<file path="config.mk">
export PLATFORM = sky130hd
export DESIGN_NAME = player_bullet_controller
export DESIGN_NICKNAME = d
export VERILOG_FILES = /design/src/rtl/game_pkg.sv /design/src/rtl/button_edge_sync.sv /design/src/rtl/player_bullet_controller.sv
export SDC_FILE = /design/constraint.sdc
export NUM_CORES = 1
export LEC_CHECK = 0
export CORE_UTILIZATION = 38
export CTS_BUF_LIST = sky130_fd_sc_hd__clkbuf_8
export CTS_CLUSTER_SIZE = 20
export DETAILED_ROUTE_END_ITERATION = 16
export GPL_ROUTABILITY_DRIVEN = 0
export GPL_TIMING_DRIVEN = 1
export SYNTH_ARGS = -nofsm -noshare
export SYNTH_HDL_FRONTEND = slang
export SYNTH_SLANG_ARGS = --single-unit
</file>
<file path="constraint.sdc">
create_clock -name clk25 -period 10.2 [get_ports clk25]
set_input_delay 1.02 -clock clk25 [delete_from_list [all_inputs] [get_ports clk25]]
set_output_delay 1.02 -clock clk25 [all_outputs]
set_load 0.005 [all_outputs]
</file>
<file path="src/rtl/game_pkg.sv">
// Shared screen, coordinate and sprite constants for the player bullet block
// and the enemy controllers.
package game_pkg;

  localparam int COORD_W      = 10;
  localparam int SCREEN_W     = 640;
  localparam int SCREEN_H     = 480;
  localparam int BULLET_COUNT = 8;
  localparam int PLAYER_W     = 32;
  localparam int PLAYER_H     = 32;
  localparam int BULLET_W     = 8;
  localparam int BULLET_H     = 8;
  localparam int ENEMY_W      = 32;
  localparam int ENEMY_H      = 32;

  typedef logic [COORD_W-1:0] coord_t;

endpackage

</file>
<file path="src/rtl/button_edge_sync.sv">
// Two-flop synchroniser plus rising-edge detector for the raw fire button.
// Emits a one-cycle pulse per press and never auto-repeats.
module button_edge_sync (
  input  logic i_clk,
  input  logic i_rst,
  input  logic i_btn,
  output logic o_rise
);

  logic       r_meta;
  logic       r_sync;
  logic       r_prev;
  logic       r_armed;
  logic [1:0] r_settle;

  // r_armed stays low until the synchronised button has been seen released
  // after reset, so a press held through reset release cannot fire.
  always_ff @(posedge i_clk or posedge i_rst) begin
    if (i_rst) begin
      r_meta   <= 1'b0;
      r_sync   <= 1'b0;
      r_prev   <= 1'b0;
      r_armed  <= 1'b0;
      r_settle <= 2'b00;
    end else begin
      r_meta   <= i_btn;
      r_sync   <= r_meta;
      r_prev   <= r_sync;
      r_settle <= {r_settle[0], 1'b1};
      if (r_settle[1] && !r_sync) begin
        r_armed <= 1'b1;
      end
    end
  end

  assign o_rise = r_sync & ~r_prev & r_armed;

endmodule

</file>
<file path="src/rtl/player_bullet_controller.sv">
// Player bullet pool: debounced fire with cooldown, lowest-free-slot spawn,
// periodic upward movement and per-slot hit consumption.
module player_bullet_controller #(
  parameter int BULLET_COUNT = game_pkg::BULLET_COUNT,
  parameter int MOVE_PERIOD  = 100_000,
  parameter int SPEED        = 4,
  parameter int COOLDOWN     = 2_500_000,
  parameter int SPAWN_DX     = 12,
  parameter int BULLET_H     = game_pkg::BULLET_H
) (
  input  logic                                    clk25,
  input  logic                                    rst,
  input  logic                                    fire_btn,
  input  logic [game_pkg::COORD_W-1:0]            player_x,
  input  logic [game_pkg::COORD_W-1:0]            player_y,
  input  logic [BULLET_COUNT-1:0]                 bullet_hit_flat,
  output logic [game_pkg::COORD_W*BULLET_COUNT-1:0] bullet_x_flat,
  output logic [game_pkg::COORD_W*BULLET_COUNT-1:0] bullet_y_flat,
  output logic [BULLET_COUNT-1:0]                 bullet_active_flat
);

  localparam int XW = game_pkg::COORD_W;
  localparam int TW = (MOVE_PERIOD > 1) ? $clog2(MOVE_PERIOD) : 1;
  localparam int CW = (COOLDOWN > 1) ? $clog2(COOLDOWN) : 1;

  localparam logic [XW-1:0] L_DX        = XW'(SPAWN_DX);
  localparam logic [XW-1:0] L_BH        = XW'(BULLET_H);
  localparam logic [XW-1:0] L_SPEED     = XW'(SPEED);
  localparam logic [TW-1:0] L_TICK_MAX  = TW'(MOVE_PERIOD - 1);
  localparam logic [CW-1:0] L_COOL_LOAD = CW'(COOLDOWN - 1);

  logic [XW-1:0]           r_x [BULLET_COUNT];
  logic [XW-1:0]           r_y [BULLET_COUNT];
  logic [BULLET_COUNT-1:0] r_active;
  logic [TW-1:0]           r_tick_cnt;
  logic [CW-1:0]           r_cool;

  logic                    w_fire_req;
  logic                    w_tick;
  logic                    w_free;
  logic                    w_shot;
  logic [BULLET_COUNT-1:0] w_claim;
  logic [XW-1:0]           w_spawn_x;
  logic [XW-1:0]           w_spawn_y;

  button_edge_sync u_fire_sync (
    .i_clk  (clk25),
    .i_rst  (rst),
    .i_btn  (fire_btn),
    .o_rise (w_fire_req)
  );

  // One-hot claim of the lowest-index slot that is inactive right now; slots
  // freed this cycle only become visible here on the next cycle.
  always_comb begin
    w_claim = '0;
    w_free  = 1'b0;
    for (int i = 0; i < BULLET_COUNT; i++) begin
      if (!r_active[i] && !w_free) begin
        w_claim[i] = 1'b1;
        w_free     = 1'b1;
      end
    end
  end

  assign w_tick    = (r_tick_cnt == L_TICK_MAX);
  assign w_shot    = w_fire_req && (r_cool == '0) && w_free && (player_y >= L_BH);
  assign w_spawn_x = player_x + L_DX;
  assign w_spawn_y = player_y - L_BH;

  always_ff @(posedge clk25 or posedge rst) begin
    if (rst) begin
      r_tick_cnt <= '0;
    end else if (w_tick) begin
      r_tick_cnt <= '0;
    end else begin
      r_tick_cnt <= r_tick_cnt + TW'(1);
    end
  end

  always_ff @(posedge clk25 or posedge rst) begin
    if (rst) begin
      r_cool <= '0;
    end else if (w_shot) begin
      r_cool <= L_COOL_LOAD;
    end else if (r_cool != '0) begin
      r_cool <= r_cool - CW'(1);
    end
  end

  // Per slot: hit wins, then spawn (only into an inactive slot), then move.
  always_ff @(posedge clk25 or posedge rst) begin
    if (rst) begin
      r_active <= '0;
      for (int i = 0; i < BULLET_COUNT; i++) begin
        r_x[i] <= '0;
        r_y[i] <= '0;
      end
    end else begin
      for (int i = 0; i < BULLET_COUNT; i++) begin
        if (bullet_hit_flat[i]) begin
          r_active[i] <= 1'b0;
        end else if (w_shot && w_claim[i]) begin
          r_active[i] <= 1'b1;
          r_x[i]      <= w_spawn_x;
          r_y[i]      <= w_spawn_y;
        end else if (w_tick && r_active[i]) begin
          if (r_y[i] < L_SPEED) begin
            r_active[i] <= 1'b0;
          end else begin
            r_y[i] <= r_y[i] - L_SPEED;
          end
        end
      end
    end
  end

  for (genvar g = 0; g < BULLET_COUNT; g++) begin : g_flat
    assign bullet_x_flat[g*XW +: XW] = r_x[g];
    assign bullet_y_flat[g*XW +: XW] = r_y[g];
  end

  assign bullet_active_flat = r_active;

endmodule

</file>
==> results of run 1 <==
sequential cells by signal, indices dropped and copies added, names as in the netlist:
name and flops:
bullet_x_flat 80, bullet_y_flat 80, r_cool 22, r_tick_cnt 17, bullet_active_flat 8, u_fire_sync.r_settle 2
u_fire_sync.r_armed 1, u_fire_sync.r_meta 1, u_fire_sync.r_prev 1, u_fire_sync.r_sync 1
final cells by class:
class | count | area share, %
inverter | 42 | 1.23
multi-input combinational | 824 | 35.0
sequential | 213 | 39.7
timing repair buffer | 206 | 15.2
tap | 341 | 3.18
clock inverter | 19 | 0.643
clock buffer | 49 | 5.02
synthesized netlist by cell type (11+ instances only):
library cell    n  area share [%]
clkbuf_1       34             1.2
a21oi_1        63             3.0
o21ai_0        87             4.2
nor3_1         45             2.2
a211oi_1       22             1.6
dfrtp_1       213              51
xnor2_1        22             1.9
a221oi_1       11            0.93
ha_1           13             1.6
nand4_1        29             1.8
or3_1          12            0.72
nor4_1         16            0.97
and3_1         15            0.91
nor2_1         79             2.9
inv_1          42             1.5
xor2_1         21             1.8
nand3_1        41             2.0
nand2_1       208             7.5
per-stage QoR:
step	setup WS, ps	util, %	total power, mW	hold WS, ps
5_1_grt	6490	50.0	1.78	359
4_1_cts	6760	50.0	1.74	347
2_1_floorplan	3360	-	0.896	331
6_report	6690	50.0	1.72	346
3_3_place_gp	6240	47.1	0.938	331
3_5_place_dp	6190	47.1	0.938	345
path summary, 6_finish.rpt:
| check | slack (ps) | end | cells past startpoint |
|---|---|---|---|
| max in group asynchronous | 7540 | u_fire_sync.r_settle[0] | 3 |
| setup / recovery | 6690 | bullet_y_flat[35] | 7 |
| setup reg to reg | 6790 | bullet_x_flat[26] | 5 |
| hold / removal | 350 | u_fire_sync.r_sync | 0 |
| min in group asynchronous | 1100 | bullet_x_flat[43] | 2 |
| hold reg to reg | 350 | u_fire_sync.r_sync | 0 |
power groups by stage:
stage	combinational (mW)	clock, mW	sequential (mW)
floorplan	0.0337	0	0.862
global placement	0.0758	0	0.862
detailed placement	0.0757	0	0.862
CTS	0.0760	0.815	0.847
global route	0.0810	0.855	0.846
finish	0.0745	0.795	0.847
kinds of logic (layout without fill, tap and decap cells):
family,after synthesis,in the layout
buffers and inverters,87,316
other,1,1
AOI/OAI and AO/OA,242,242
muxes,12,12
adders and majority gates,13,13
and+or+nand+nor,513,513
xor gates and xnor gates,43,43
DFF,213,213
per-layer routing:
layer / vias to the layer above / GRT usage (%) / share of wire (%)
met4: 0 / 7.00 / 2.3
li1: 4412 / - / -
met1: 4408 / 31.4 / 46
met2: 342 / 36.7 / 45
met3: 61 / 5.03 / 6.6
met5: - / 0 / 0
layout by cell type, fill, tap and decap left out, types with 5 or more instances in the layout:
master	Yosys	routed
dfrtp_1	213	213
nand2_1	208	208
clkdlybuf4s50_1	0	198
o21ai_0	87	87
nor2_1	79	79
a21oi_1	63	63
inv_1	42	54
clkbuf_8	0	49
nor3_1	45	45
nand3_1	41	41
nand4_1	29	29
a211oi_1	22	22
xor2_1	21	21
xnor2_1	22	20
nor4_1	16	16
and3_1	15	15
ha_1	13	13
or3_1	12	12
a221oi_1	11	11
o31ai_1	9	9
buf_4	1	8
nor4b_1	7	7
and4_1	7	7
mux2_2	7	7
nand2b_1	7	7
and2_1	7	7
a31oi_1	7	7
nor3b_1	6	6
nor2b_1	5	5
o21ai_1	5	5
o211ai_1	5	5
o21a_1	5	5
mux2i_1	5	5
==> results.sh, run 1 <==
export IMPL_io_buffers=198
export IMPL_cp_start_kind="primary input"
export IMPL_synth_distinct_cells=71
export IMPL_drv_cap=0
export IMPL_grt_setup_unrepaired="false"
export IMPL_path_buf_inv=2
export IMPL_critPathLaunch="player_y[3]"
export IMPL_final_seq_area_mm2=0.00533
export IMPL_fin_crit_sh_pct=34.4
export IMPL_die_w_um=167
export IMPL_reg2reg_from="r_cool[8]"
export IMPL_diodes=0
export IMPL_cts_inserted_buffers=39
export IMPL_worst_pin_slew_ps=1080
export IMPL_total_leakage_power_nw=5.82
export IMPL_ant_nets=0
export IMPL_combPwrFrac_pct=4.3
export IMPL_synth_top_family_by_area="simple AND/OR/NAND/NOR gates"
export IMPL_gr_total_overflow=0
export IMPL_dieArea_mm2=0.0279
export IMPL_seq_area_frac_synth_pct=51.4
export IMPL_antenna_found_initial=0
export IMPL_clk_pin_slew_ps=60
export IMPL_io_pins=199
export IMPL_core_rowCount=60
export IMPL_drcViolationCount=0
export IMPL_clk_latency_ps=540
export IMPL_arrival_ps=3970
export IMPL_clock_sinks=213
export IMPL_root_buffer="clkbuf_8"
export IMPL_cp_slowest_cell="nand4_1"
export IMPL_synthArstFlopShare_pct=100
export IMPL_pwr_share_clk_pct=46.3
export IMPL_first_iter_violations=789
export IMPL_fmax_mhz=285
export IMPL_yosysWarnings=0
export IMPL_muxShareOfSynthArea_pct=1.24
export IMPL_core_mm2=0.0269
export IMPL_first_pass_iters=7
export IMPL_synth_edf_count=0
export IMPL_fin_cells=1694
export IMPL_synth_nets=1168
export IMPL_relSlewSlack_pct=27.5
export IMPL_final_setup_viol_count=0
export IMPL_status="finished clean"
export IMPL_die_h_um=167
export IMPL_initial_core_util_pct=38.6
export IMPL_nNetsFinal=1370
export IMPL_synth_compound_area_share_pct=14.2
export IMPL_vias=9223
export IMPL_avgSynthCellArea_um2=9.22
export IMPL_post_route_min_period_ps=3510
export IMPL_synth_ff_type="dfrtp_1"
export IMPL_p_int_mw=1.30
export IMPL_drive_above_1_share_pct=6.58
export IMPL_grt_max_degree=148
export IMPL_synth_area_mm2=0.0104
export IMPL_wire_per_inst_um=19.0
export IMPL_endpoint_kind="flop"
export IMPL_area_growth_pct=29.6
export IMPL_design_area_mm2=0.0134
export IMPL_via_per_inst=5.44
export IMPL_hp_start="u_fire_sync.r_meta"
export IMPL_report_final_slew_viol_count=0
export IMPL_cts_path_max_buffers=3
export IMPL_hold_class="flop to flop"
export IMPL_crit_required_ps=10660
export IMPL_critPathMaxStageDelay_ps=850
export IMPL_h_tree_depth=2
export IMPL_hold_buffers=0
export IMPL_crit_family="simple AND/OR/NAND/NOR gates"
export IMPL_ys_ff_latch=213
export IMPL_placed_area_mm2=0.0127
export IMPL_synth_simple_area_share_pct=24.6
export IMPL_switchingPower_mw=0.419
export IMPL_place_inst=1626
export IMPL_critical_path_class="primary input to flop"
export IMPL_synthCells=1124
export IMPL_powerDensity_mw_per_mm2=128
export IMPL_multi_input_area_mm2=0.00470
export IMPL_crit_path_cell_trace="clkdlybuf4s50_1 -> nor3_1 -> a211oi_2 -> buf_4 -> nand4_1 -> mux2_2 -> a31oi_1"
export IMPL_fill_cells=2579
export IMPL_post_cts_buffers=0
export IMPL_grt_pass1_vias=8796
export IMPL_cts_resized=0
export IMPL_cp_max_fo=28
export IMPL_track_usage_pct=23.1
export IMPL_cts_tree="built"
export IMPL_skew_ps=24.8
export IMPL_tns_ps=0
export IMPL_synthAdderAreaFrac_pct=1.57
export IMPL_grt_pass1_wl_um=50500
export IMPL_seq_power_share_pct=49.3
export IMPL_irDropWorstVdd_mv=0.0593
export IMPL_wirelength_um=32100
export IMPL_hpwl_um=22600
export IMPL_finalHoldViolations=0
export IMPL_synthXorXnorAreaFrac_pct=3.63
export IMPL_switching_share_pct=24.4
Power figures use the tool's default switching activity.
==> run 2: changes to the inputs <==
Clock period 10.2 ns to 3.4 ns, I/O delays scaled along.
==> run 2 against run 1 <==
Net effect:
- clock power rose to 3.1 times the previous value
- sequential share of layout area down 0.83 points
- critical path depth up 1
- non-clock buffer count up 31
- global-route usage up 0.35 points
==> results.sh, run 2 (same netlist as run 1, synthesis figures left out) <==
export IMPL_design_area_mm2=0.0137
export IMPL_final_cell_mix="213 x dfrtp_1, 208 x nand2_1, 198 x clkdlybuf4s50_1"
export IMPL_skew_ps=16.3
export IMPL_placed_area_mm2=0.0129
export IMPL_track_usage_pct=23.4
export IMPL_core_rowCount=60
export IMPL_hold_buffers=0
export IMPL_crit_cells=8
export IMPL_reg2reg_depth=8
export IMPL_io_pins=199
export IMPL_post_route_min_period_ps=2970
export IMPL_total_leakage_power_nw=5.98
export IMPL_initial_core_util_pct=38.6
export IMPL_fill_cells=2495
export IMPL_dieArea_mm2=0.0279
export IMPL_ant_nets=0
export IMPL_combPwrFrac_pct=4.8
export IMPL_place_inst=1657
export IMPL_first_pass_iters=5
export IMPL_switching_share_pct=24.1
export IMPL_drv_cap=0
export IMPL_die_h_um=167
export IMPL_worst_pin_slew_ps=1020
export IMPL_final_common_cell="dfrtp_1"
export IMPL_wirelength_um=32500
export IMPL_finalHoldViolations=0
export IMPL_powerDensity_mw_per_mm2=381
export IMPL_first_iter_violations=890
export IMPL_via_per_inst=5.46
export IMPL_cts_inserted_buffers=39
export IMPL_crit_path_cell_trace="inv_1 -> ha_1 -> nor4b_1 -> and4_1 -> and4_1 -> nand2_1 -> nand3_1 -> o221ai_1"
export IMPL_gr_total_overflow=0
export IMPL_crit_required_ps=3800
export IMPL_cts_tree="built"
export IMPL_critPathLaunch="r_cool[0]"
export IMPL_post_cts_buffers=0
export IMPL_arrival_ps=3370
export IMPL_diodes=0
export IMPL_switchingPower_mw=1.26
export IMPL_clock_sinks=213
export IMPL_hold_class="primary input to flop"
export IMPL_io_buffers=198
export IMPL_rr_endpoint="bullet_y_flat[63]"
export IMPL_wire_per_inst_um=18.8
export IMPL_reg2reg_from="r_cool[0]"
export IMPL_fin_cells=1725
export IMPL_p_int_mw=3.97
export IMPL_die_w_um=167
export IMPL_cp_start_kind="flop"
export IMPL_seq_power_share_pct=48.6
export IMPL_critical_path_class="flop to flop"
export IMPL_root_buffer="clkbuf_8"
export IMPL_status="finished clean"
export IMPL_antenna_found_initial=0
export IMPL_cp_slowest_cell="nand2_1"
export IMPL_hp_start="fire_btn"
export IMPL_irDropWorstVdd_mv=0.180
export IMPL_drive_above_1_share_pct=8.53
export IMPL_report_final_slew_viol_count=0
export IMPL_nNetsFinal=1401
export IMPL_crit_family="simple AND/OR/NAND/NOR gates"
export IMPL_pwr_share_clk_pct=46.6
export IMPL_reg2reg_slack_ps=430
export IMPL_fin_crit_sh_pct=87.4
export IMPL_fin_util_pct=51.0
export IMPL_clk_pin_slew_ps=60
export IMPL_vias=9420
export IMPL_crit_path_frequent_cell="and4_1"
export IMPL_cp_max_fo=21
export IMPL_hpwl_um=23700
export IMPL_critPathMaxStageDelay_ps=500
export IMPL_crit_path_end="bullet_y_flat[63]"
export IMPL_area_growth_pct=32.4
export IMPL_relSlewSlack_pct=31.7
export IMPL_grt_pass1_vias=8910
export IMPL_cts_path_max_buffers=3
export IMPL_endpoint_kind="flop"
export IMPL_finalHoldWorstSlack_ps=248
export IMPL_core_mm2=0.0269
export IMPL_cts_resized=0
export IMPL_grt_setup_unrepaired="false"
export IMPL_grt_max_degree=49
export IMPL_clk_latency_ps=540
export IMPL_grt_pass1_wl_um=51100
export IMPL_h_tree_depth=2
export IMPL_path_buf_inv=1
export IMPL_fmax_mhz=337
export IMPL_final_setup_viol_count=0
export IMPL_drcViolationCount=0
==> run 2: metrics by stage <==
step	setup slack (ps)	setup TNS, ps	power (mW)
after floorplan	290	0	2.69
after global placement	-30.3	-64.2	2.84
after detailed placement	-74.6	-342	2.84
after CTS	444	0	5.29
final	429	0	5.23
after global routing	190	0	5.41
==> run 2: worst min path at each step <==
| stage | endpoint | slack (ps) | cells after the start |
|---|---|---|---|
| 3_3_place_gp | u_fire_sync.r_settle[1] | 330 | 0 |
| 2_1_floorplan | u_fire_sync.r_settle[1] | 330 | 0 |
| 6_report | u_fire_sync.r_meta | 250 | 1 |
| 5_1_grt | u_fire_sync.r_meta | 250 | 1 |
| 4_1_cts | u_fire_sync.r_meta | 230 | 1 |
| 3_5_place_dp | u_fire_sync.r_settle[1] | 340 | 0 |
==> run 2: layer usage <==
metal	share of wire, %	vias up	global-route usage (%)	wire length [µm]
li1	-	4486	-	-
met1	46	4510	32.3	14800
met2	45	365	36.9	14600
met3	6.9	59	4.54	2230
met4	2.7	0	7.89	873
met5	0	-	0	0
==> run 2: cell type report <==
cell class	count	area, µm²	area share [%]
clock buffer	48	661	4.82
clock inverter	20	115	0.839
multi-input combinational	824	4700	34.2
timing repair buffer	237	2320	16.9
inverter	42	161	1.18
sequential	213	5330	38.9
tap	341	427	3.11
==> run 2: power by group through the flow <==
stage	Clock, mW	Sequential (mW)	Combinational [mW]
2_1_floorplan	0	2.59	0.101
3_3_place_gp	0	2.59	0.259
3_5_place_dp	0	2.59	0.258
4_1_cts	2.49	2.54	0.259
5_1_grt	2.60	2.54	0.275
6_report	2.44	2.54	0.253
==> run 3: changes to the inputs <==
Settings changed: CTS_BUF_LIST sky130_fd_sc_hd__clkbuf_8 to not set, SETUP_SLACK_MARGIN set to 0.02.
==> run 3 against run 2 <==
Net effect:
- die area stayed put
- largest cell class unchanged
- utilization is 0.36 points higher
- via count is 1.3% lower
- largest power group is now the clock network
- hold slack better by 14 ps
- count of clock-buffer cells in the layout is 17 lower
- final area is 0.70% higher
- flip-flop and latch count stayed put
- register-to-register slack hardly changed
==> results.sh, run 3 (same netlist as run 1, synthesis figures left out) <==
export IMPL_status="finished clean"
export IMPL_track_usage_pct=23.3
export IMPL_power_mw=5.63
export IMPL_die_w_um=167
export IMPL_cp_max_fo=21
export IMPL_gr_total_overflow=0
export IMPL_h_tree_depth=1
export IMPL_final_seq_area_mm2=0.00533
export IMPL_finalHoldWorstSlack_ps=261
export IMPL_worst_pin_slew_ps=1060
export IMPL_core_rowCount=60
export IMPL_via_per_inst=5.46
export IMPL_grt_pass1_vias=8834
export IMPL_diodes=0
export IMPL_powerDensity_mw_per_mm2=408
export IMPL_cp_slowest_cell="nand2_1"
export IMPL_dieArea_mm2=0.0279
export IMPL_fin_crit_sh_pct=87.5
export IMPL_path_buf_inv=1
export IMPL_hpwl_um=23700
export IMPL_final_common_cell="dfrtp_1"
export IMPL_clk_pin_slew_ps=60
export IMPL_fin_cells=1702
export IMPL_wirelength_um=32400
export IMPL_critical_path_class="flop to flop"
export IMPL_die_h_um=167
export IMPL_finalHoldViolations=0
export IMPL_hold_buffers=0
export IMPL_skew_ps=16.9
export IMPL_wire_per_inst_um=19.1
export IMPL_multi_input_area_mm2=0.00470
export IMPL_root_buffer="clkbuf_16"
export IMPL_nNetsFinal=1387
export IMPL_total_leakage_power_nw=5.96
export IMPL_io_buffers=198
export IMPL_cp_start_kind="flop"
export IMPL_final_cell_mix="213 x dfrtp_1, 208 x nand2_1, 198 x clkdlybuf4s50_1"
export IMPL_clock_sinks=213
export IMPL_crit_required_ps=3800
export IMPL_crit_path_frequent_cell="and4_1"
export IMPL_first_iter_violations=905
export IMPL_crit_family="simple AND/OR/NAND/NOR gates"
export IMPL_crit_path_cell_trace="inv_1 -> ha_1 -> nor4b_1 -> and4_1 -> and4_1 -> nand2_1 -> nand3_1 -> o221ai_1"
export IMPL_clk_latency_ps=530
export IMPL_cts_tree="built"
export IMPL_grt_pass1_wl_um=50900
export IMPL_report_final_slew_viol_count=0
export IMPL_antenna_found_initial=0
export IMPL_arrival_ps=3370
export IMPL_ant_nets=0
export IMPL_area_growth_pct=33.3
export IMPL_fmax_mhz=336
export IMPL_drcViolationCount=0
export IMPL_drv_cap=0
export IMPL_place_inst=1657
export IMPL_drive_above_1_share_pct=7.86
export IMPL_relSlewSlack_pct=29.4
export IMPL_initial_core_util_pct=38.6
export IMPL_cts_path_max_buffers=3
export IMPL_placed_area_mm2=0.0129
export IMPL_io_pins=199
export IMPL_core_mm2=0.0269
export IMPL_final_setup_viol_count=0
export IMPL_critPathMaxStageDelay_ps=500
export IMPL_cts_resized=0
export IMPL_fill_cells=2465
export IMPL_design_area_mm2=0.0138
export IMPL_endpoint_kind="flop"
export IMPL_cts_inserted_buffers=25
export IMPL_vias=9300
export IMPL_post_cts_buffers=0
export IMPL_first_pass_iters=5
export IMPL_irDropWorstVdd_mv=0.373
export IMPL_hold_class="primary input to flop"
export IMPL_post_route_min_period_ps=2980
export IMPL_grt_max_degree=49
export IMPL_grt_setup_unrepaired="false"
run 3: changes by cell type in the layout (fill, tap and decap cells not counted):
cell,previous run,this run
clkinv_2,3,6
clkbuf_16,0,25
bufinv_16,1,4
clkinv_4,0,1
inv_1,55,41
clkbuf_1,0,2
clkinvlp_4,1,2
clkbuf_8,48,4
run 3: path summary, 6_finish.rpt:
kind	startpoint	end	slack, ps	depth (start not counted)
max	r_cool[0]	bullet_y_flat[63]	420	8
min	fire_btn	u_fire_sync.r_meta	260	1
max reg2reg	r_cool[0]	bullet_y_flat[63]	420	8
min reg2reg	u_fire_sync.r_settle[0]	u_fire_sync.r_settle[1]	350	0
max in group asynchronous	rst	r_cool[14]	2270	3
min in group asynchronous	rst	bullet_y_flat[40]	360	2
run 3: worst register-to-register path: stages (launching register included):
cell	delay, ps
dfrtp_1	380
inv_1	110
ha_1	180
nor4b_1	400
and4_1	460
and4_1	440
nand2_1	500
nand3_1	250
o221ai_1	130
run 3: through the flow:
stage | util [%] | TNS [ps] | setup slack [ps]
floorplan | - | 0 | 290
global placement | 48.1 | -64.2 | -30.3
detailed placement | 48.1 | -342 | -74.6
CTS | 51.4 | 0 | 436
global route | 51.4 | 0 | 206
finish | 51.4 | 0 | 425
run 3: area by class of cell:
| type | instances | area share (%) |
|---|---|---|
| Sequential cell | 213 | 38.6 |
| Multi-Input combinational cell | 824 | 34.0 |
| Timing Repair Buffer | 237 | 16.8 |
| Clock buffer | 31 | 4.98 |
| Tap cell | 341 | 3.09 |
| Clock inverter | 14 | 1.33 |
| Inverter | 42 | 1.17 |
run 3: routing by layer:
metal / global-route usage [%] / up-vias / part of all wire [%]
met5: 0 / - / 0
li1: - / 4447 / -
met2: 36.8 / 332 / 46
met3: 3.97 / 55 / 6.3
met4: 7.33 / 0 / 2.5
met1: 32.6 / 4466 / 46
run 3: report_power, final:
| group | switching [mW] | leakage [nW] | total (mW) | internal (mW) |
|---|---|---|---|---|
| clock | 1.09 | 0.433 | 2.84 | 1.74 |
| combinational | 0.177 | 2.68 | 0.253 | 0.0766 |
| sequential | 0.00133 | 2.85 | 2.54 | 2.54 |
| total | 1.27 | 5.96 | 5.63 | 4.36 |
